===== config.mk =====
export PLATFORM = sky130hd
export DESIGN_NAME = bit_serial_adder
export DESIGN_NICKNAME = d
export VERILOG_FILES = /design/src/rtl/bit_serial_adder.sv
export SDC_FILE = /design/constraint.sdc
export NUM_CORES = 1
export LEC_CHECK = 0
export CORE_MARGIN = 5
export CORE_UTILIZATION = 46
export CTS_CLUSTER_DIAMETER = 120
export DETAILED_ROUTE_END_ITERATION = 8
export PLACE_DENSITY = 0.83
export SLEW_MARGIN = 5
export SYNTH_ARGS = -nofsm -noshare
export SYNTH_HDL_FRONTEND = slang
export SYNTH_SLANG_ARGS = --single-unit
export TNS_END_PERCENT = 100

===== constraint.sdc =====
create_clock -name clk -period 1.5 [get_ports clk]
set_input_delay 0.375 -clock clk [delete_from_list [all_inputs] [get_ports clk]]
set_output_delay 0.375 -clock clk [all_outputs]
set_load 0.1 [all_outputs]

===== src/rtl/bit_serial_adder.sv =====
// Bit-serial unsigned adder: one full-adder cell, LSB first, one bit per clock.
// Ports: clk, rst_n, start, A, B in; busy, done, sum, cout out (all registered).
module bit_serial_adder #(
   parameter int WIDTH = 8
) (
   input  logic             clk,
   input  logic             rst_n,
   input  logic             start,
   input  logic [WIDTH-1:0] A,
   input  logic [WIDTH-1:0] B,
   output logic             busy,
   output logic             done,
   output logic [WIDTH-1:0] sum,
   output logic             cout
);

   localparam int CW = $clog2(WIDTH);
   localparam logic [CW-1:0] LAST = CW'(WIDTH - 1);

   typedef enum logic [1:0] {
      IDLE,
      RUN,
      DONE
   } state_t;

   state_t state, state_d;

   logic [WIDTH-1:0] sa, sb, acc;
   logic [CW-1:0]    cnt;
   logic             c;
   logic             s, g, last;

   assign s    = sa[0] ^ sb[0] ^ c;
   assign g    = (sa[0] & sb[0]) | (c & (sa[0] ^ sb[0]));
   assign last = (cnt == LAST);

   always_ff @(posedge clk or negedge rst_n) begin
      if (!rst_n) state <= IDLE;
      else        state <= state_d;
   end

   always_comb begin
      state_d = state;
      unique case (state)
         IDLE:    if (start) state_d = RUN;
         RUN:     if (last)  state_d = DONE;
         DONE:    state_d = IDLE;
         default: state_d = IDLE;
      endcase
   end

   // busy/done are flopped from the next state so they stay glitch-free
   always_ff @(posedge clk or negedge rst_n) begin
      if (!rst_n) begin
         busy <= 1'b0;
         done <= 1'b0;
         sum  <= '0;
         cout <= 1'b0;
         sa   <= '0;
         sb   <= '0;
         acc  <= '0;
         c    <= 1'b0;
         cnt  <= '0;
      end else begin
         busy <= (state_d != IDLE);
         done <= (state_d == DONE);
         unique case (state)
            IDLE: begin
               if (start) begin
                  sa  <= A;
                  sb  <= B;
                  c   <= 1'b0;
                  cnt <= '0;
               end
            end
            RUN: begin
               sa  <= sa >> 1;
               sb  <= sb >> 1;
               c   <= g;
               acc <= {s, acc[WIDTH-1:1]};
               cnt <= cnt + 1'b1;
               // final bit lands directly in the result register
               if (last) begin
                  sum  <= {s, acc[WIDTH-1:1]};
                  cout <= g;
               end
            end
            default: ;
         endcase
      end
   end

endmodule


# Yosys cells after proc, flatten, opt, wreduce, memory -nomap -nowiden
# Index checks and enable logic that the tools add are counted.
# word_totals
reg_bits,41
latchBits,0
mem_bits_rw,0
mem_bits_ro,0
out_inout_bits,11
n_memories,0
# op_classes
n_addsub,1
mul,0
div_mod_pow,0
order_cmp,0
eq_ne,4
n_shift,0
n_mux,11
n_bitwise,5
n_reduce_logical,5
# op_table
operator,count
$pmux 8 s2,2
$mux 8,2
$pmux 3 s2,1
$mux 2,2
$pmux 2 s2,1
$reduce_and 2->1,2
$reduce_bool 2->1,2
$add 3x1->3 const B,1
$eq 3x3->1 const B,1
$mux 3,1
$and 1x1->1,2
$eq 2x1->1 const B,1
$eq 2x2->1 const B,1
$logic_not 2->1,1
$ne 2x2->1 const B,1
$pmux 1 s2,1
$xor 1x1->1,2
$mux 1,1
$or 1x1->1,1

# Longest topological paths before layout
# Gate-level depths: netlist of run 1.
# depth
depth_word,4
depth_mapped,5
ltp_nobuf,4

# Worst setup path after synthesis of run 1
# No wires, ideal clock.
# synth_timing
kind,reg-to-reg
from,register cnt[0]
to,register cout
setup_ps,125
arrival_ps,1285
t_required_ps,1375
path_slack_ps,90
path_stages_with_launch,6
path_buffers,1
period_less_slack_ps,1410
cell_sequence,dfrtp_1 ha_1 ha_1 and2_1 buf_4 mux2_2
# synth_via
elab_chain_len,2
# synth_rtl
item,line,source
from (decl),29,logic [CW-1:0] cnt;
from (signal assigned),81,cnt <= cnt + 1'b1;
$eq 3x3->1,35,assign last = (cnt == LAST);
$reduce_and 2->1 (no source line),-,
to (signal assigned),85,cout <= g;
to (decl),14,output logic cout
# No other way between the ends.
# A chain may end at the register's enable or synchronous reset.

# Worst setup path after layout of run 1
# layout_timing
from,register cnt[1]
to,register sum[4]
# layout_via
elab_chain_len,2
# layout_rtl
item,line,source
$eq 3x3->1,35,
$reduce_and 2->1 (no source line),-,
to (signal assigned),84,"sum <= {s, acc[WIDTH-1:1]};"
to (decl),13,"output logic [WIDTH-1:0] sum,"
# No other way between the ends.

==> run summary, run 1 <==
30 I/O pins were placed. For this block, the routed nets add up to 3.53 mm of wire. The minimum clock period is 1400 ps. The worst setup path is of the flip-flop to flip-flop kind. For this run, the number of standard cells in the final layout without fillers is 236.

The highest fanout seen on the critical path is 10. The post-detailed-route DRC marker count is 0. The headroom to the max-slew limit came out at between 60% and 70%.

STA classifies the critical path endpoint as a flip-flop. Setup repair after global routing left no endpoint under its margin. The number of search-and-repair iterations in the first detailed-routing pass is 4. The floorplan step set the die height to 70.6 um.

The number of nets in the layout is 209. Clock latency on the worst-skew pair, taken at its later pin, is between 200 and 300 ps. The count of nets left with antenna violations after detail routing came out at 0. The max-capacitance violation count is 0. The peak supply drop is 0.841 mV.

The detail-routed net length per standard cell is 15.0 um. The longest clock path from root to sink contains 2 buffers. The initial standard-cell utilization of the core came out at 46.9%. The vias per cell came out at roughly 5.4.

The power per standard cell area is 2490 mW/mm2. The number of global-route vias before repair is roughly 1.4k. The number of core rows came out at 22. After synthesis the netlist holds a flip-flop and latch count of 40.

The count of vias placed by the detailed router came out at 1,281. For this run, the total global-route usage over all layers was measured as roughly 16%. Walking the worst path, the cells encountered are ha_1 > ha_1 > and2_4 > mux2_2. The number of pins with negative max-slew slack in the final report came to 0.

The standby leakage power is 1.01 nW. The count of endpoints failing hold in the final timing report is 0. The count of synthesis-stage warnings from yosys is 0.

The critical path crosses 4 cells after its start point. The post-route setup TNS came out at 0 ps. The kind of cell with the highest combined delay along the critical path is flip-flops. The mean cell area of the mapped netlist came out at 11.3 um2. The count of endpoints failing setup in the final report came out at 0. The length in cells of the worst reg-to-reg path came out at 4. The proportion of layout cells with a drive suffix above 1 is 22.9%. The initial detailed-routing violation count is 54.

The number of antenna violations at the first check in global routing came to 0. The worst path uses 93.4% of the clock period. The first global-routing pass estimated roughly 6.4 mm of wire. CTS built an H-tree with a depth of 2. The largest net degree at the start of global routing is 41. The total overflow reported by the global router is 0. The worst setup path is launched from a flip-flop. Routability-driven placement finished with a final weighted congestion of 0.818. The count of hold buffers inserted by post-cts repair came out at 0. The area of the die came out at 0.00499 mm2. Between clock sinks in the finished design, the worst skew comes to approximately 5.6 ps.

The portion of the post-synthesis area used by sequential elements came out at 59.2%. The instance count of the mapped netlist came out at 150. The data arrival time at the worst-slack endpoint is about 1600 ps. The slowest stage cell on the critical path is sky130_fd_sc_hd__dfrtp_1.

For the worst setup path, the data required time is ~1700 ps. The width of the die came out at about 71 um. Compared with the post-synthesis result, the final layout area differs by 34.6%.

The tree built by TritonCTS fans out to 40 sinks. Counting both buffers and inverters, the worst setup path holds a total of 0. Clock-pin slew was measured on the worst setup and hold paths at 80 ps. The number of buffer cells added on primary ports came out at 29. At the pin with the least slew margin, the transition time is 493 ps. The top achievable clock speed is 714 MHz. The number of nets handed over by synthesis was 172.

The HPWL after detailed placement is 2.53 mm. Post-CTS timing repair inserted 0 buffers for setup. The number of distinct library cells after synthesis is 23. The core box area is 0.00361 mm2. The kind of path behind the tightest hold check is primary input to asynchronous set/reset pin. The run finished with clean final reports. TritonCTS built the clock tree. The root buffer cell is sky130_fd_sc_hd__clkbuf_8. After synthesis the cells add up to 0.00169 mm2. For this run, the slowest stage of the critical path takes 380 ps. The number of buffers added by the clock tree synthesis step is 5. Counting stages on the worst path, the most repeated cell is sky130_fd_sc_hd__ha_1.

The repair_antennas step left the layout with diodes totalling 0. The placed instance count is 228.
## power breakdown
| part | switching, mW | leakage (nW) | internal, mW | total [mW] |
|---|---|---|---|---|
| clock | 0.357 | 0.0510 | 0.367 | 0.724 |
| sequential | 0.409 | 0.480 | 1.58 | 1.99 |
| combinational | 1.76 | 0.477 | 1.19 | 2.95 |
| total | 2.52 | 1.01 | 3.14 | 5.66 |
## flip-flops by register name, indices dropped and copies added (netlist names)
register  count
c             1
done          1
cout          1
sum           8
sa            8
state         2
sb            8
cnt           3
busy          1
acc           7
## worst register-to-register path, cell delays in order (launching register included)
cell                      delay [ps]
sky130_fd_sc_hd__dfrtp_1         380
sky130_fd_sc_hd__ha_1            160
sky130_fd_sc_hd__ha_1            160
sky130_fd_sc_hd__and2_4          230
sky130_fd_sc_hd__mux2_2          360
## final cells by class
type / count / area (um2)
repair buffers: 40 / 478
inverters: 3 / 11.3
clock buffers: 6 / 82.6
fillers: 295 / 1330
flip-flops and latches: 40 / 1000
well taps: 48 / 60.1
clock inverters: 2 / 10.0
multi-input cells: 97 / 632
## stage by stage
step	setup WS, ps	util, %	total power [mW]	hold WS (ps)	cell area (um2)
2_1_floorplan	89.6	-	3.85	79.4	1690
3_3_place_gp	-72.8	60.4	4.81	444	2180
3_5_place_dp	-137	60.4	4.98	459	2180
4_1_cts	23.2	63.0	5.71	138	2270
5_1_grt	44.9	63.1	6.04	181	2270
6_report	98.8	63.1	5.66	129	2270
## placed cells by master (no fill, tap or decap), types with 6 or more instances in the layout
cell type / Yosys / final
sky130_fd_sc_hd__nor2_1: 13 / 13
sky130_fd_sc_hd__nand2_1: 24 / 24
sky130_fd_sc_hd__o22ai_1: 12 / 12
sky130_fd_sc_hd__clkbuf_8: 0 / 6
sky130_fd_sc_hd__buf_12: 0 / 11
sky130_fd_sc_hd__o32ai_1: 12 / 12
sky130_fd_sc_hd__mux2_2: 9 / 9
sky130_fd_sc_hd__o21ai_0: 6 / 6
sky130_fd_sc_hd__clkdlybuf4s50_1: 0 / 17
sky130_fd_sc_hd__dfrtp_1: 40 / 40
sky130_fd_sc_hd__buf_4: 1 / 11
## cells in the mapped netlist
master	count	area [um2]
sky130_fd_sc_hd__o22a_1	1	8.76
sky130_fd_sc_hd__a22o_1	3	26.3
sky130_fd_sc_hd__mux2_2	9	101
sky130_fd_sc_hd__a2bb2oi_1	1	8.76
sky130_fd_sc_hd__o21bai_2	1	11.3
sky130_fd_sc_hd__dfrtp_1	40	1000
sky130_fd_sc_hd__nor2b_1	2	12.5
sky130_fd_sc_hd__buf_2	8	40.0
sky130_fd_sc_hd__or4b_1	1	10.0
sky130_fd_sc_hd__or2_2	1	6.26
sky130_fd_sc_hd__and2_1	2	12.5
sky130_fd_sc_hd__o21ai_0	6	30.0
sky130_fd_sc_hd__o22ai_1	12	75.1
sky130_fd_sc_hd__o32ai_1	12	105
sky130_fd_sc_hd__clkbuf_1	1	3.75
sky130_fd_sc_hd__ha_1	2	25.0
sky130_fd_sc_hd__buf_4	1	7.51
sky130_fd_sc_hd__a21oi_1	2	10.0
sky130_fd_sc_hd__inv_1	3	11.3
sky130_fd_sc_hd__nand2_1	24	90.1
sky130_fd_sc_hd__fa_1	1	20.0
sky130_fd_sc_hd__nand2b_1	4	25.0
sky130_fd_sc_hd__nor2_1	13	48.8
## logic make-up after synthesis
logic type                 Yosys count  synth area share (%)
and+or+nand+nor                     47                  12.1
DFF                                 40                  59.2
AOI/OAI and AO/OA                   38                  16.3
buffers and inverters               13                  3.70
muxes                                9                  6.00
adders and majority gates            3                  2.66
## path summary, 6_finish.rpt
check / end / start / slack [ps]
setup / recovery: sum[4] / cnt[1] / 100
hold / removal: done / rst_n / 130
setup reg to reg: sum[4] / cnt[1] / 100
hold reg to reg: acc[3] / acc[4] / 500
max in group asynchronous: sb[3] / rst_n / 1030
min in group clk: acc[3] / acc[4] / 500
## per-layer routing
| layer | up-vias | part of all wire (%) | track usage (%) |
|---|---|---|---|
| met2 | 52 | 50 | 27.9 |
| li1 | 609 | - | - |
| met1 | 611 | 42 | 18.7 |
| met5 | - | 0 | 0 |
| met4 | 0 | 1.8 | 5.85 |
| met3 | 9 | 6.5 | 6.11 |
## timing repair
item,4_1_cts,5_1_grt
hold endpoints to repair,0,0
setup endpoints to repair,9,10
cloned,0,0
resized for setup,1,2
No activity file was read; power rests on OpenSTA's default activity.
==> inputs of run 2 (changes only) <==
--- a/config.mk
+++ b/config.mk
@@ -8,6 +8,7 @@
 export CORE_MARGIN = 5
 export CORE_UTILIZATION = 46
 export CTS_CLUSTER_DIAMETER = 120
+export CTS_CLUSTER_SIZE = 10
 export DETAILED_ROUTE_END_ITERATION = 8
 export PLACE_DENSITY = 0.83
 export SLEW_MARGIN = 5
==> results of run 2 <==
Final layout, timing and power as in run 1 (identical DEF).
